$ cat config.mk
export PLATFORM = sky130hd
export DESIGN_NAME = ecc_secded_dec_pipe
export DESIGN_NICKNAME = d
export VERILOG_FILES = /design/src/rtl/ecc_secded_dec_pipe.sv
export SDC_FILE = /design/constraint.sdc
export NUM_CORES = 1
export LEC_CHECK = 0
export BUFFER_PORTS_ARGS = -buffer_cell sky130_fd_sc_hd__buf_2
export CORE_ASPECT_RATIO = 0.5
export CORE_MARGIN = 4
export CORE_UTILIZATION = 30
export CTS_BUF_LIST = sky130_fd_sc_hd__clkbuf_8
export CTS_CLUSTER_SIZE = 24
export DETAILED_ROUTE_END_ITERATION = 10
export GPL_TIMING_DRIVEN = 0
export SYNTH_ARGS = -nofsm -noshare
export SYNTH_HDL_FRONTEND = slang
export SYNTH_SLANG_ARGS = --single-unit
export TNS_END_PERCENT = 50
$ cat constraint.sdc
create_clock -name clk_i -period 2.31 [get_ports clk_i]
set_input_delay 0.693 -clock clk_i [delete_from_list [all_inputs] [get_ports clk_i]]
set_output_delay 0.693 -clock clk_i [all_outputs]
set_load 0.01 [all_outputs]
$ cat src/rtl/ecc_secded_dec_pipe.sv
// ecc_secded_dec_pipe
// Two-stage pipelined SECDED (extended Hamming) decoder with saturating
// single/double error counters.
//
// Stage 1 computes the syndrome and the overall parity of the received word.
// Stage 2 classifies the error, corrects a single-bit error, and extracts the
// information bits into the output register.
//
// Handshake semantics (both sides): a transfer happens on a rising clock
// edge where valid and ready are both 1. A producer holds valid and its data
// stable until the transfer. ready_o may depend combinationally on ready_i.
//
// Ports
//   clk_i        single clock, all state on the rising edge
//   rst_i        synchronous active-high reset
//   valid_i      cw_i is valid
//   ready_o      block accepts cw_i this cycle
//   cw_i         received codeword (N+1 bits)
//   valid_o      result fields are valid
//   ready_i      downstream accepts the result
//   d_o          corrected information bits (K)
//   syndrome_o   computed syndrome (M)
//   sb_err_o     single-bit error detected and corrected
//   db_err_o     uncorrectable error detected
//   clr_cnt_i    synchronous clear of both counters
//   sb_cnt_o     saturating count of delivered single-bit errors
//   db_cnt_o     saturating count of delivered double-bit errors
module ecc_secded_dec_pipe #(
    parameter int K      = 32,
    parameter int P0_LSB = 1,
    parameter int CNT_W  = 16,
    // Smallest m with 2**m >= m+K+1.
    localparam int M = (K <= 4)   ? 3 :
                       (K <= 11)  ? 4 :
                       (K <= 26)  ? 5 :
                       (K <= 57)  ? 6 :
                       (K <= 120) ? 7 :
                       (K <= 247) ? 8 :
                       (K <= 502) ? 9 : 10,
    localparam int N = M + K
) (
    input  logic             clk_i,
    input  logic             rst_i,
    input  logic             valid_i,
    output logic             ready_o,
    input  logic [N:0]       cw_i,
    output logic             valid_o,
    input  logic             ready_i,
    output logic [K-1:0]     d_o,
    output logic [M-1:0]     syndrome_o,
    output logic             sb_err_o,
    output logic             db_err_o,
    input  logic             clr_cnt_i,
    output logic [CNT_W-1:0] sb_cnt_o,
    output logic [CNT_W-1:0] db_cnt_o
);

    localparam logic [M-1:0]     N_L     = M'(N);
    localparam logic [CNT_W-1:0] CNT_MAX = '1;

    // Hamming position of information bit k: the k-th position in 1..N that
    // is not a power of two.
    function automatic int data_pos(input int k);
        int cnt;
        cnt = 0;
        for (int j = 1; j <= N; j++) begin
            if ((j & (j - 1)) != 0) begin
                if (cnt == k) return j;
                cnt++;
            end
        end
        return 0;
    endfunction

    // ------------------------------------------------------------------
    // Normalise the codeword so that bit j is Hamming position j and bit 0
    // is the extended parity p0, independent of P0_LSB.
    // ------------------------------------------------------------------
    logic [N:0]   hv_in;
    logic [M-1:0] syn_c;
    logic         par_c;

    always_comb begin
        hv_in = (P0_LSB != 0) ? cw_i : {cw_i[N-1:0], cw_i[N]};
    end

    // The syndrome is the XOR of the position numbers of all set bits; this
    // is the same as XOR-ing, for each syndrome bit i, every position with
    // bit i set.
    always_comb begin
        syn_c = '0;
        for (int j = 1; j <= N; j++) begin
            if (hv_in[j]) syn_c = syn_c ^ j[M-1:0];
        end
        par_c = ^hv_in;
    end

    // ------------------------------------------------------------------
    // Pipeline control
    // ------------------------------------------------------------------
    logic         s1_valid;
    logic [N:0]   s1_hv;
    logic [M-1:0] s1_syn;
    logic         s1_par;

    logic in_fire;
    logic out_fire;
    logic out_adv;

    always_comb begin
        out_adv  = s1_valid && (!valid_o || ready_i);
        ready_o  = !s1_valid || out_adv;
        in_fire  = valid_i && ready_o;
        out_fire = valid_o && ready_i;
    end

    // ------------------------------------------------------------------
    // Stage 1 register
    // ------------------------------------------------------------------
    always_ff @(posedge clk_i) begin
        if (rst_i) begin
            s1_valid <= 1'b0;
            s1_hv    <= '0;
            s1_syn   <= '0;
            s1_par   <= 1'b0;
        end else if (in_fire) begin
            s1_valid <= 1'b1;
            s1_hv    <= hv_in;
            s1_syn   <= syn_c;
            s1_par   <= par_c;
        end else if (out_adv) begin
            s1_valid <= 1'b0;
        end
    end

    // ------------------------------------------------------------------
    // Stage 2: classify, correct, extract
    // ------------------------------------------------------------------
    logic         sb_c;
    logic         db_c;
    logic         flip_c;
    logic [N:0]   corr;
    logic [K-1:0] d_c;

    always_comb begin
        // Odd overall parity with a syndrome inside the codeword is a single
        // error (syndrome 0 means p0 itself flipped). Odd parity with a
        // syndrome beyond N, or even parity with a non-zero syndrome, cannot
        // be corrected.
        sb_c   = s1_par && (s1_syn <= N_L);
        db_c   = (s1_par && (s1_syn > N_L)) || (!s1_par && (s1_syn != '0));
        flip_c = sb_c && (s1_syn != '0);
        corr   = s1_hv;
        if (flip_c) corr[s1_syn] = ~s1_hv[s1_syn];
    end

    for (genvar g = 0; g < K; g++) begin : g_extract
        localparam int DP = data_pos(g);
        assign d_c[g] = corr[DP];
    end

    // Output register: fields only change when a new result is loaded, so
    // they stay stable while the result waits for ready_i.
    always_ff @(posedge clk_i) begin
        if (rst_i) begin
            valid_o    <= 1'b0;
            d_o        <= '0;
            syndrome_o <= '0;
            sb_err_o   <= 1'b0;
            db_err_o   <= 1'b0;
        end else if (out_adv) begin
            valid_o    <= 1'b1;
            d_o        <= d_c;
            syndrome_o <= s1_syn;
            sb_err_o   <= sb_c;
            db_err_o   <= db_c;
        end else if (ready_i) begin
            valid_o    <= 1'b0;
        end
    end

    // ------------------------------------------------------------------
    // Error counters: count delivered results only; clear beats increment.
    // ------------------------------------------------------------------
    always_ff @(posedge clk_i) begin
        if (rst_i || clr_cnt_i) begin
            sb_cnt_o <= '0;
            db_cnt_o <= '0;
        end else if (out_fire) begin
            if (sb_err_o && (sb_cnt_o != CNT_MAX)) sb_cnt_o <= sb_cnt_o + 1'b1;
            if (db_err_o && (db_cnt_o != CNT_MAX)) db_cnt_o <= db_cnt_o + 1'b1;
        end
    end

endmodule

==> flow_summary.html, run 1 <==
<table>
<tr><th>Metric</th><th>Value</th></tr>
<tr><th colspan="2">Clocking</th></tr>
<tr><td>CTS clk-pin slew, worst paths</td><td>0.07 ns</td></tr>
<tr><td>CTS Root Buffer Type</td><td>sky130_fd_sc_hd__clkbuf_8</td></tr>
<tr><td>H-tree levels</td><td>4</td></tr>
<tr><td>Insertion delay to the later sink of the worst-skew pair</td><td>0.44 ns</td></tr>
<tr><td>Maximum number of buffers from clock root to sink</td><td>2</td></tr>
<tr><td>Clock buffer count from CTS</td><td>17</td></tr>
<tr><td>TritonCTS clock tree</td><td>done</td></tr>
<tr><td>Number of sinks driven by the clock tree</td><td>120</td></tr>
<tr><th colspan="2">Layout</th></tr>
<tr><td>Area of the multi-input gates</td><td>3470 um2</td></tr>
<tr><td>Number of nets at the end of the flow</td><td>915</td></tr>
<tr><td>Proportion of layout cells with a drive suffix above 1</td><td>0.209</td></tr>
<tr><td>Commonest non-fill, non-tap cell in the layout</td><td>sky130_fd_sc_hd__nand2_1</td></tr>
<tr><td>Total non-filler cell area in the finished layout</td><td>7500 um2</td></tr>
<tr><td>Diodes inserted</td><td>0</td></tr>
<tr><td>Seq. cell area</td><td>2400 um2</td></tr>
<tr><td>Highest-count cells in the layout ignoring fill and taps</td><td>sky130_fd_sc_hd__nand2_1, sky130_fd_sc_hd__buf_2, sky130_fd_sc_hd__dfxtp_1</td></tr>
<tr><td>Number of filler instances in the final layout</td><td>2048</td></tr>
<tr><td>Area growth from synthesis to layout</td><td>23.6%</td></tr>
<tr><th colspan="2">Worst hold path</th></tr>
<tr><td>Type of the worst min-delay path</td><td>register to register</td></tr>
<tr><td>Hold Crit Endpoint</td><td>d_o[29]</td></tr>
<tr><td>Hold-critical path depth</td><td>2</td></tr>
<tr><td>Startpoint of the tightest hold check path</td><td>d_o[29]</td></tr>
<tr><th colspan="2">Floorplan</th></tr>
<tr><td>Placement Rows</td><td>36</td></tr>
<tr><td>Core Box Area</td><td>19700 um2</td></tr>
<tr><td>Die X</td><td>209 um</td></tr>
<tr><td>Chip height</td><td>109 um</td></tr>
<tr><td>Floorplan die area</td><td>22700 um2</td></tr>
<tr><td>Number of ports placed on the die boundary</td><td>118</td></tr>
<tr><td>Initial standard-cell utilization of the core</td><td>0.308</td></tr>
<tr><th colspan="2">Timing</th></tr>
<tr><td>Final critical-path setup slack</td><td>0.116 ns</td></tr>
<tr><td>Rel. slew slack</td><td>0.596</td></tr>
<tr><td>RSZ-0062 raised after global routing</td><td>true</td></tr>
<tr><td>Max Transition Viols Final</td><td>0</td></tr>
<tr><td>Max Fclk</td><td>0.456 GHz</td></tr>
<tr><td>Endpoints failing setup</td><td>0</td></tr>
<tr><td>Endpoints failing hold</td><td>0</td></tr>
<tr><td>Worst Tran Pin Value</td><td>0.603 ns</td></tr>
<tr><td>Post-route clock skew</td><td>0.0179 ns</td></tr>
<tr><td>Final worst path period share</td><td>0.950</td></tr>
<tr><td>Total negative setup slack</td><td>0 ns</td></tr>
<tr><td>Worst hold slack</td><td>0.449 ns</td></tr>
<tr><td>Post-layout minimum cycle time</td><td>2.19 ns</td></tr>
<tr><th colspan="2">Power</th></tr>
<tr><td>Proportion of power drawn by combinational gates</td><td>0.293</td></tr>
<tr><td>Sw Share</td><td>0.326</td></tr>
<tr><td>Psw</td><td>0.00197 W</td></tr>
<tr><td>Static power due to leakage</td><td>2.94 nW</td></tr>
<tr><td>Power density normalized to cell area</td><td>806 nW/um2</td></tr>
<tr><td>Internal cell power</td><td>0.00407 W</td></tr>
<tr><td>Worst IR drop on VDD</td><td>0.000409 V</td></tr>
<tr><td>Part of the total power dissipated in sequential elements</td><td>0.376</td></tr>
<tr><td>Relative contribution of the clock network to total power</td><td>0.331</td></tr>
<tr><th colspan="2">Synth</th></tr>
<tr><td>Ranking of synthesized cells by area</td><td>sky130_fd_sc_hd__dfxtp_1, sky130_fd_sc_hd__xnor2_1, sky130_fd_sc_hd__a21oi_1</td></tr>
<tr><td>Cells after Synth</td><td>732</td></tr>
<tr><td>Number of distinct library cells after synthesis</td><td>53</td></tr>
<tr><td>Synth Area per Inst</td><td>8.30 um2</td></tr>
<tr><td>Synth Net Count</td><td>778</td></tr>
<tr><td>Total number of yosys warnings</td><td>0</td></tr>
<tr><td>Share of synthesized flip-flops with an asynchronous set or reset</td><td>0</td></tr>
<tr><td>Yosys top cell area share</td><td>0.396</td></tr>
<tr><td>Post-synth EDFFs</td><td>0</td></tr>
<tr><td>Cell area after synthesis</td><td>6070 um2</td></tr>
<tr><td>Sequential fraction of the synthesis area</td><td>0.396</td></tr>
<tr><td>Flip-flop and latch count after synthesis</td><td>120</td></tr>
<tr><td>Commonest register cell after synthesis</td><td>sky130_fd_sc_hd__dfxtp_1</td></tr>
<tr><td>Biggest area consumer among synthesized cells</td><td>sky130_fd_sc_hd__dfxtp_1</td></tr>
<tr><th colspan="2">Critical path</th></tr>
<tr><td>Critical R2R Capture</td><td>d_o[20]</td></tr>
<tr><td>Beginning of the critical path</td><td>s1_syn[1]</td></tr>
<tr><td>Critical Path AT</td><td>2.52 ns</td></tr>
<tr><td>CP Max Fanout</td><td>10</td></tr>
<tr><td>Worst r2r path cells</td><td>9</td></tr>
<tr><td>Critical path class</td><td>register to register</td></tr>
<tr><td>R2r setup slk</td><td>0.12 ns</td></tr>
<tr><td>Kind of end point of the critical path</td><td>register</td></tr>
<tr><td>CP required</td><td>2.63 ns</td></tr>
<tr><td>R2r startpoint</td><td>s1_syn[1]</td></tr>
<tr><td>Setup crit start kind</td><td>register</td></tr>
<tr><th colspan="2">Placed design</th></tr>
<tr><td>Port Buffer Count</td><td>117</td></tr>
<tr><td>Final HPWL DP</td><td>14400 um</td></tr>
<tr><td>Pre-CTS setup slack</td><td>-0.289 ns</td></tr>
<tr><td>Placement Cell Area</td><td>6990 um2</td></tr>
<tr><td>Final GP Congestion</td><td>0.961</td></tr>
<tr><th colspan="2">Global routing</th></tr>
<tr><td>First-pass GRT wire length</td><td>28700 um</td></tr>
<tr><td>Top Usage Layer GRT</td><td>met2</td></tr>
<tr><td>Total overflow reported by the global router</td><td>0</td></tr>
<tr><td>Vias in the first global route</td><td>5204</td></tr>
<tr><td>Met2 Usage GRT</td><td>0.253</td></tr>
<tr><td>M3 GR Usage</td><td>0.0281</td></tr>
<tr><td>Largest net degree at the start of global routing</td><td>17</td></tr>
<tr><td>Total track usage</td><td>0.158</td></tr>
<tr><td>GRT met1 Usage</td><td>0.222</td></tr>
<tr><td>Initial antenna violation count</td><td>0</td></tr>
<tr><th colspan="2">Detailed routing</th></tr>
<tr><td>Total vias in the final route</td><td>5656</td></tr>
<tr><td>Detail Route Antenna Nets</td><td>0</td></tr>
<tr><td>Count of unresolved DRC violations after routing</td><td>0</td></tr>
<tr><td>Total routed wirelength</td><td>18300 um</td></tr>
<tr><td>First-pass DRT Iterations</td><td>5</td></tr>
<tr><td>Average vias per placed instance</td><td>4.93</td></tr>
<tr><td>1st-iter DRT viols</td><td>411</td></tr>
<tr><td>Wire per inst</td><td>16.0 um</td></tr>
<tr><th colspan="2">Job</th></tr>
<tr><td>Number of max-cap violations</td><td>0</td></tr>
<tr><th colspan="2">Outcome</th></tr>
<tr><td>Status</td><td>finished, final reports clean</td></tr>
</table>
==> synth_stat cells, types with 3 or more instances <==
cell type                    n
sky130_fd_sc_hd__nand2_1   123
sky130_fd_sc_hd__dfxtp_1   120
sky130_fd_sc_hd__a21oi_1   100
sky130_fd_sc_hd__xnor2_1    61
sky130_fd_sc_hd__nor2_1     46
sky130_fd_sc_hd__clkbuf_1   39
sky130_fd_sc_hd__a31oi_1    28
sky130_fd_sc_hd__a22o_1     27
sky130_fd_sc_hd__xor2_1     23
sky130_fd_sc_hd__nand3_1    15
sky130_fd_sc_hd__or3_1      12
sky130_fd_sc_hd__nor3_1     11
sky130_fd_sc_hd__mux2i_1     9
sky130_fd_sc_hd__o21ai_0     8
sky130_fd_sc_hd__o21ai_1     8
sky130_fd_sc_hd__and3_1      7
sky130_fd_sc_hd__nand4_1     7
sky130_fd_sc_hd__nor3b_1     7
sky130_fd_sc_hd__a211o_1     6
sky130_fd_sc_hd__nor2b_1     6
sky130_fd_sc_hd__and2_1      5
sky130_fd_sc_hd__and3b_1     5
sky130_fd_sc_hd__and4_1      5
sky130_fd_sc_hd__buf_2       5
sky130_fd_sc_hd__buf_6       4
sky130_fd_sc_hd__inv_1       4
sky130_fd_sc_hd__nand2b_1    3
sky130_fd_sc_hd__nand3b_1    3
sky130_fd_sc_hd__o211ai_1    3
==> through the flow <==
step / total power (W) / std cells / utilization
floorplan: 0.00350 / 732 / -
finish: 0.00605 / 1148 / 0.381
global placement: 0.00391 / 1115 / 0.355
global route: 0.00635 / 1148 / 0.381
CTS: 0.00596 / 1148 / 0.377
detailed placement: 0.00393 / 1115 / 0.355
==> worst max path at each step <==
stage                           end  slack [ns]  cells after the start
after floorplan              s1_par        0.09                      6
after CTS                    d_o[4]        0.01                      9
final                       d_o[20]        0.12                      9
after global placement    s1_hv[33]       -0.26                      8
after global routing      s1_hv[14]      -0.002                      7
after detailed placement  s1_hv[29]       -0.29                      8
==> state kept, by name (all words and copies together), names as in the netlist <==
signal      flops
d_o            32
db_cnt_o       16
db_err_o        1
s1_hv          39
s1_par          1
s1_syn          6
s1_valid        1
sb_cnt_o       16
sb_err_o        1
syndrome_o      6
valid_o         1
==> layer usage <==
layer / share of wire / wire [um] / up-vias
li1: - / - / 2834
met3: 0.052 / 950 / 16
met1: 0.49 / 9020 / 2652
met5: 0 / 0 / -
met4: 0.0090 / 165 / 0
met2: 0.45 / 8210 / 154
==> area by class of cell <==
class	count	share of cell area
Clock inverter	13	0.0205
Multi-Input combinational cell	557	0.462
Buffer	48	0.0333
Sequential cell	120	0.320
Inverter	4	0.00200
Tap cell	266	0.0443
Timing Repair Buffer	121	0.0825
Clock buffer	19	0.0348
==> critical path, stage by stage, from the launching register on <==
cell and delay [ns]:
sky130_fd_sc_hd__dfxtp_1 0.31, sky130_fd_sc_hd__buf_6 0.13, sky130_fd_sc_hd__nor2b_2 0.19, sky130_fd_sc_hd__a22o_1 0.20, sky130_fd_sc_hd__a221o_1 0.30, sky130_fd_sc_hd__a2111oi_4 0.31
sky130_fd_sc_hd__buf_6 0.18, sky130_fd_sc_hd__buf_4 0.12, sky130_fd_sc_hd__a31oi_1 0.11, sky130_fd_sc_hd__a22o_1 0.24
==> logic make-up (layout without fill, tap and decap cells) <==
group,after synthesis,in the layout,share of synthesized area
and+or+nand+nor,263,263,0.207
adders and majority gates,2,2,0.00412
buffers and inverters,55,205,0.0412
DFF,120,120,0.396
AOI/OAI and AO/OA,194,194,0.199
xor gates and xnor gates,88,88,0.136
muxes,10,10,0.0167
==> power groups by stage <==
stage,combinational [W],clock (W),sequential [W]
2_1_floorplan,0.00123,0,0.00227
5_1_grt,0.00192,0.00215,0.00228
3_5_place_dp,0.00164,0,0.00229
3_3_place_gp,0.00162,0,0.00228
6_report,0.00177,0.00200,0.00227
4_1_cts,0.00168,0.00204,0.00224
==> timing repair <==
item                                    in CTS  in global routing
gates resized for setup                      3                 22
hold buffers                                 0                  0
pin swaps                                    1                  4
endpoints found under the setup margin      22                 42
buffers inserted                             1                  3
Note: power is estimated with default switching activity, not from simulation.
==> run 2: changes to the inputs <==
--- a/config.mk
+++ b/config.mk
@@ -5,10 +5,11 @@
 export SDC_FILE = /design/constraint.sdc
 export NUM_CORES = 1
 export LEC_CHECK = 0
+export ABC_AREA = 1
 export BUFFER_PORTS_ARGS = -buffer_cell sky130_fd_sc_hd__buf_2
 export CORE_ASPECT_RATIO = 0.5
 export CORE_MARGIN = 4
-export CORE_UTILIZATION = 30
+export CORE_UTILIZATION = 35
 export CTS_BUF_LIST = sky130_fd_sc_hd__clkbuf_8
 export CTS_CLUSTER_SIZE = 24
 export DETAILED_ROUTE_END_ITERATION = 10
==> flow_summary.html, run 2 <==
<table>
<tr><th>Metric</th><th>Value</th></tr>
<tr><th colspan="2">Outcome</th></tr>
<tr><td>Status</td><td>finished, final reports clean</td></tr>
<tr><th colspan="2">Clocking</th></tr>
<tr><td>TritonCTS clock tree</td><td>done</td></tr>
<tr><td>H-tree levels</td><td>4</td></tr>
<tr><td>Clock buffer count from CTS</td><td>17</td></tr>
<tr><td>Insertion delay to the later sink of the worst-skew pair</td><td>0.43 ns</td></tr>
<tr><td>Quantity of hold-fixing buffers added after cts</td><td>0</td></tr>
<tr><td>Number of sinks driven by the clock tree</td><td>120</td></tr>
<tr><td>Post-CTS setup buffer count</td><td>0</td></tr>
<tr><td>Maximum number of buffers from clock root to sink</td><td>2</td></tr>
<tr><td>Number of gates given a new drive strength after cts</td><td>0</td></tr>
<tr><td>CTS clk-pin slew, worst paths</td><td>0.07 ns</td></tr>
<tr><td>CTS Root Buffer Type</td><td>sky130_fd_sc_hd__clkbuf_8</td></tr>
<tr><th colspan="2">Global routing</th></tr>
<tr><td>Total overflow reported by the global router</td><td>0</td></tr>
<tr><td>Largest net degree at the start of global routing</td><td>17</td></tr>
<tr><td>First-pass GRT wire length</td><td>36400 um</td></tr>
<tr><td>Vias in the first global route</td><td>7057</td></tr>
<tr><td>Total track usage</td><td>0.188</td></tr>
<tr><td>Initial antenna violation count</td><td>0</td></tr>
<tr><th colspan="2">Layout</th></tr>
<tr><td>Flip-flop count of the largest register, all copies and words added</td><td>39</td></tr>
<tr><td>Commonest non-fill, non-tap cell in the layout</td><td>sky130_fd_sc_hd__nand2_1</td></tr>
<tr><td>Diodes inserted</td><td>0</td></tr>
<tr><td>Area growth from synthesis to layout</td><td>17.6%</td></tr>
<tr><td>Highest-count cells in the layout ignoring fill and taps</td><td>sky130_fd_sc_hd__nand2_1, sky130_fd_sc_hd__inv_1, sky130_fd_sc_hd__buf_2</td></tr>
<tr><td>Seq. cell area</td><td>2400 um2</td></tr>
<tr><td>Registers with the most flip-flops</td><td>s1_hv (39), d_o (32)</td></tr>
<tr><td>Number of filler instances in the final layout</td><td>2214</td></tr>
<tr><td>Area of the multi-input gates</td><td>4230 um2</td></tr>
<tr><td>Final core utilization</td><td>0.422</td></tr>
<tr><td>Number of nets at the end of the flow</td><td>1346</td></tr>
<tr><td>Most flops, register</td><td>s1_hv</td></tr>
<tr><td>Proportion of layout cells with a drive suffix above 1</td><td>0.185</td></tr>
<tr><td>Total non-filler cell area in the finished layout</td><td>8760 um2</td></tr>
<tr><th colspan="2">Synth</th></tr>
<tr><td>Ranking of synthesized cells by area</td><td>sky130_fd_sc_hd__dfxtp_1, sky130_fd_sc_hd__nand2_1, sky130_fd_sc_hd__a21oi_1</td></tr>
<tr><td>Yosys top cell area share</td><td>0.323</td></tr>
<tr><td>Biggest area consumer among synthesized cells</td><td>sky130_fd_sc_hd__dfxtp_1</td></tr>
<tr><td>Cell area after synthesis</td><td>7450 um2</td></tr>
<tr><td>Most common cell in the netlist</td><td>sky130_fd_sc_hd__nand2_1</td></tr>
<tr><td>Flip-flop and latch count after synthesis</td><td>120</td></tr>
<tr><td>Sequential fraction of the synthesis area</td><td>0.323</td></tr>
<tr><td>Share of synthesized flip-flops with an asynchronous set or reset</td><td>0</td></tr>
<tr><td>Number of distinct library cells after synthesis</td><td>38</td></tr>
<tr><td>Most frequent cells after synthesis</td><td>sky130_fd_sc_hd__nand2_1, sky130_fd_sc_hd__inv_1, sky130_fd_sc_hd__dfxtp_1, sky130_fd_sc_hd__a21oi_1, sky130_fd_sc_hd__nor2_1</td></tr>
<tr><td>Commonest register cell after synthesis</td><td>sky130_fd_sc_hd__dfxtp_1</td></tr>
<tr><td>Synth Area per Inst</td><td>6.40 um2</td></tr>
<tr><td>Synth Net Count</td><td>1210</td></tr>
<tr><td>Post-synth EDFFs</td><td>0</td></tr>
<tr><td>Total number of yosys warnings</td><td>0</td></tr>
<tr><td>Cells after Synth</td><td>1164</td></tr>
<tr><th colspan="2">Timing</th></tr>
<tr><td>Max Transition Viols Final</td><td>0</td></tr>
<tr><td>Post-layout minimum cycle time</td><td>2.10 ns</td></tr>
<tr><td>Endpoints failing setup</td><td>0</td></tr>
<tr><td>Post-route clock skew</td><td>0.0157 ns</td></tr>
<tr><td>Rel. slew slack</td><td>0.549</td></tr>
<tr><td>Worst Tran Pin Value</td><td>0.676 ns</td></tr>
<tr><td>Final worst path period share</td><td>0.908</td></tr>
<tr><td>Worst hold slack</td><td>0.457 ns</td></tr>
<tr><td>Endpoints failing hold</td><td>0</td></tr>
<tr><td>RSZ-0062 raised after global routing</td><td>false</td></tr>
<tr><td>Max Fclk</td><td>0.477 GHz</td></tr>
<tr><td>Final critical-path setup slack</td><td>0.213 ns</td></tr>
<tr><th colspan="2">Floorplan</th></tr>
<tr><td>Die X</td><td>214 um</td></tr>
<tr><td>Initial standard-cell utilization of the core</td><td>0.359</td></tr>
<tr><td>Floorplan die area</td><td>23800 um2</td></tr>
<tr><td>Number of ports placed on the die boundary</td><td>118</td></tr>
<tr><td>Chip height</td><td>111 um</td></tr>
<tr><td>Placement Rows</td><td>37</td></tr>
<tr><td>Core Box Area</td><td>20700 um2</td></tr>
<tr><th colspan="2">Critical path</th></tr>
<tr><td>Critical path class</td><td>register to register</td></tr>
<tr><td>CP required</td><td>2.60 ns</td></tr>
<tr><td>Setup crit start kind</td><td>register</td></tr>
<tr><td>CP Max Fanout</td><td>10</td></tr>
<tr><td>Kind of end point of the critical path</td><td>register</td></tr>
<tr><td>Critical Path AT</td><td>2.39 ns</td></tr>
<tr><th colspan="2">Detailed routing</th></tr>
<tr><td>Total routed wirelength</td><td>22500 um</td></tr>
<tr><td>Average vias per placed instance</td><td>4.83</td></tr>
<tr><td>Total vias in the final route</td><td>7646</td></tr>
<tr><td>Detail Route Antenna Nets</td><td>0</td></tr>
<tr><td>First-pass DRT Iterations</td><td>7</td></tr>
<tr><td>Count of unresolved DRC violations after routing</td><td>0</td></tr>
<tr><td>Wire per inst</td><td>14.2 um</td></tr>
<tr><td>1st-iter DRT viols</td><td>452</td></tr>
<tr><th colspan="2">Power</th></tr>
<tr><td>Psw</td><td>0.00184 W</td></tr>
<tr><td>Internal cell power</td><td>0.00368 W</td></tr>
<tr><td>Proportion of power drawn by combinational gates</td><td>0.251</td></tr>
<tr><td>Relative contribution of the clock network to total power</td><td>0.343</td></tr>
<tr><td>Sw Share</td><td>0.333</td></tr>
<tr><td>Static power due to leakage</td><td>3.97 nW</td></tr>
<tr><td>Part of the total power dissipated in sequential elements</td><td>0.406</td></tr>
<tr><td>Worst IR drop on VDD</td><td>0.000373 V</td></tr>
<tr><td>Power density normalized to cell area</td><td>630 nW/um2</td></tr>
<tr><th colspan="2">Placed design</th></tr>
<tr><td>Pre-CTS setup slack</td><td>-0.194 ns</td></tr>
<tr><td>Final GP Congestion</td><td>0.891</td></tr>
<tr><td>Final HPWL DP</td><td>18100 um</td></tr>
<tr><td>Port Buffer Count</td><td>117</td></tr>
<tr><td>Placement Cell Area</td><td>8380 um2</td></tr>
<tr><th colspan="2">Worst hold path</th></tr>
<tr><td>Type of the worst min-delay path</td><td>register to register</td></tr>
<tr><th colspan="2">Job</th></tr>
<tr><td>Number of max-cap violations</td><td>0</td></tr>
</table>
==> run 2: cell type report <==
class	count	share of cell area
Multi-Input combinational cell	854	0.483
Sequential cell	120	0.274
Timing Repair Buffer	117	0.0668
Inverter	143	0.0620
Tap cell	273	0.0390
Clock buffer	21	0.0330
Buffer	47	0.0308
Clock inverter	8	0.0111
==> run 2: final timing paths <==
| kind | slack, ns | cells after the start | endpoint | startpoint |
|---|---|---|---|---|
| worst max-delay path | 0.21 | 9 | sb_cnt_o[14] | sb_cnt_o[0] |
| worst max register to register | 0.21 | 9 | sb_cnt_o[14] | sb_cnt_o[0] |
| worst min-delay path | 0.46 | 2 | s1_hv[1] | s1_hv[1] |
| worst min register to register | 0.46 | 2 | s1_hv[1] | s1_hv[1] |
==> run 2: kinds of logic after synthesis <==
family                   share of synthesized area
AND/OR/NAND/NOR                              0.349
AO/OA/AOI/OAI                                0.157
buffers and inverters                        0.109
flip-flops                                   0.323
XOR/XNOR                                    0.0588
adder cells (fa/ha/maj)                    0.00336
==> run 2: metal layers <==
layer	global-route usage	part of all wire	vias up
met4	0.0470	0.014	0
li1	-	-	3949
met3	0.0329	0.061	22
met1	0.264	0.48	3453
met5	0	0	-
met2	0.298	0.44	222
==> run 2: power by group through the flow <==
stage | clock, W | sequential (W) | combinational [W]
floorplan | 0 | 0.00228 | 0.000986
global placement | 0 | 0.00228 | 0.00135
detailed placement | 0 | 0.00228 | 0.00137
CTS | 0.00195 | 0.00224 | 0.00138
global route | 0.00205 | 0.00225 | 0.00154
finish | 0.00189 | 0.00224 | 0.00138
==> run 2: through the flow <==
step | instances | TNS [ns] | power, W
3_3_place_gp | 1554 | -3.75 | 0.00363
3_5_place_dp | 1554 | -3.95 | 0.00366
5_1_grt | 1583 | 0 | 0.00584
6_report | 1583 | 0 | 0.00552
2_1_floorplan | 1164 | 0 | 0.00326
4_1_cts | 1583 | 0 | 0.00556
==> run 2: worst max-delay path, stage by stage, from the launching register on <==
cell,delay (ns)
sky130_fd_sc_hd__dfxtp_1,0.44
sky130_fd_sc_hd__ha_1,0.23
sky130_fd_sc_hd__inv_1,0.07
sky130_fd_sc_hd__nor4_2,0.41
sky130_fd_sc_hd__nand3_1,0.12
sky130_fd_sc_hd__nand2_1,0.20
sky130_fd_sc_hd__inv_1,0.14
sky130_fd_sc_hd__buf_2,0.21
sky130_fd_sc_hd__nand2_1,0.08
sky130_fd_sc_hd__a21oi_1,0.05
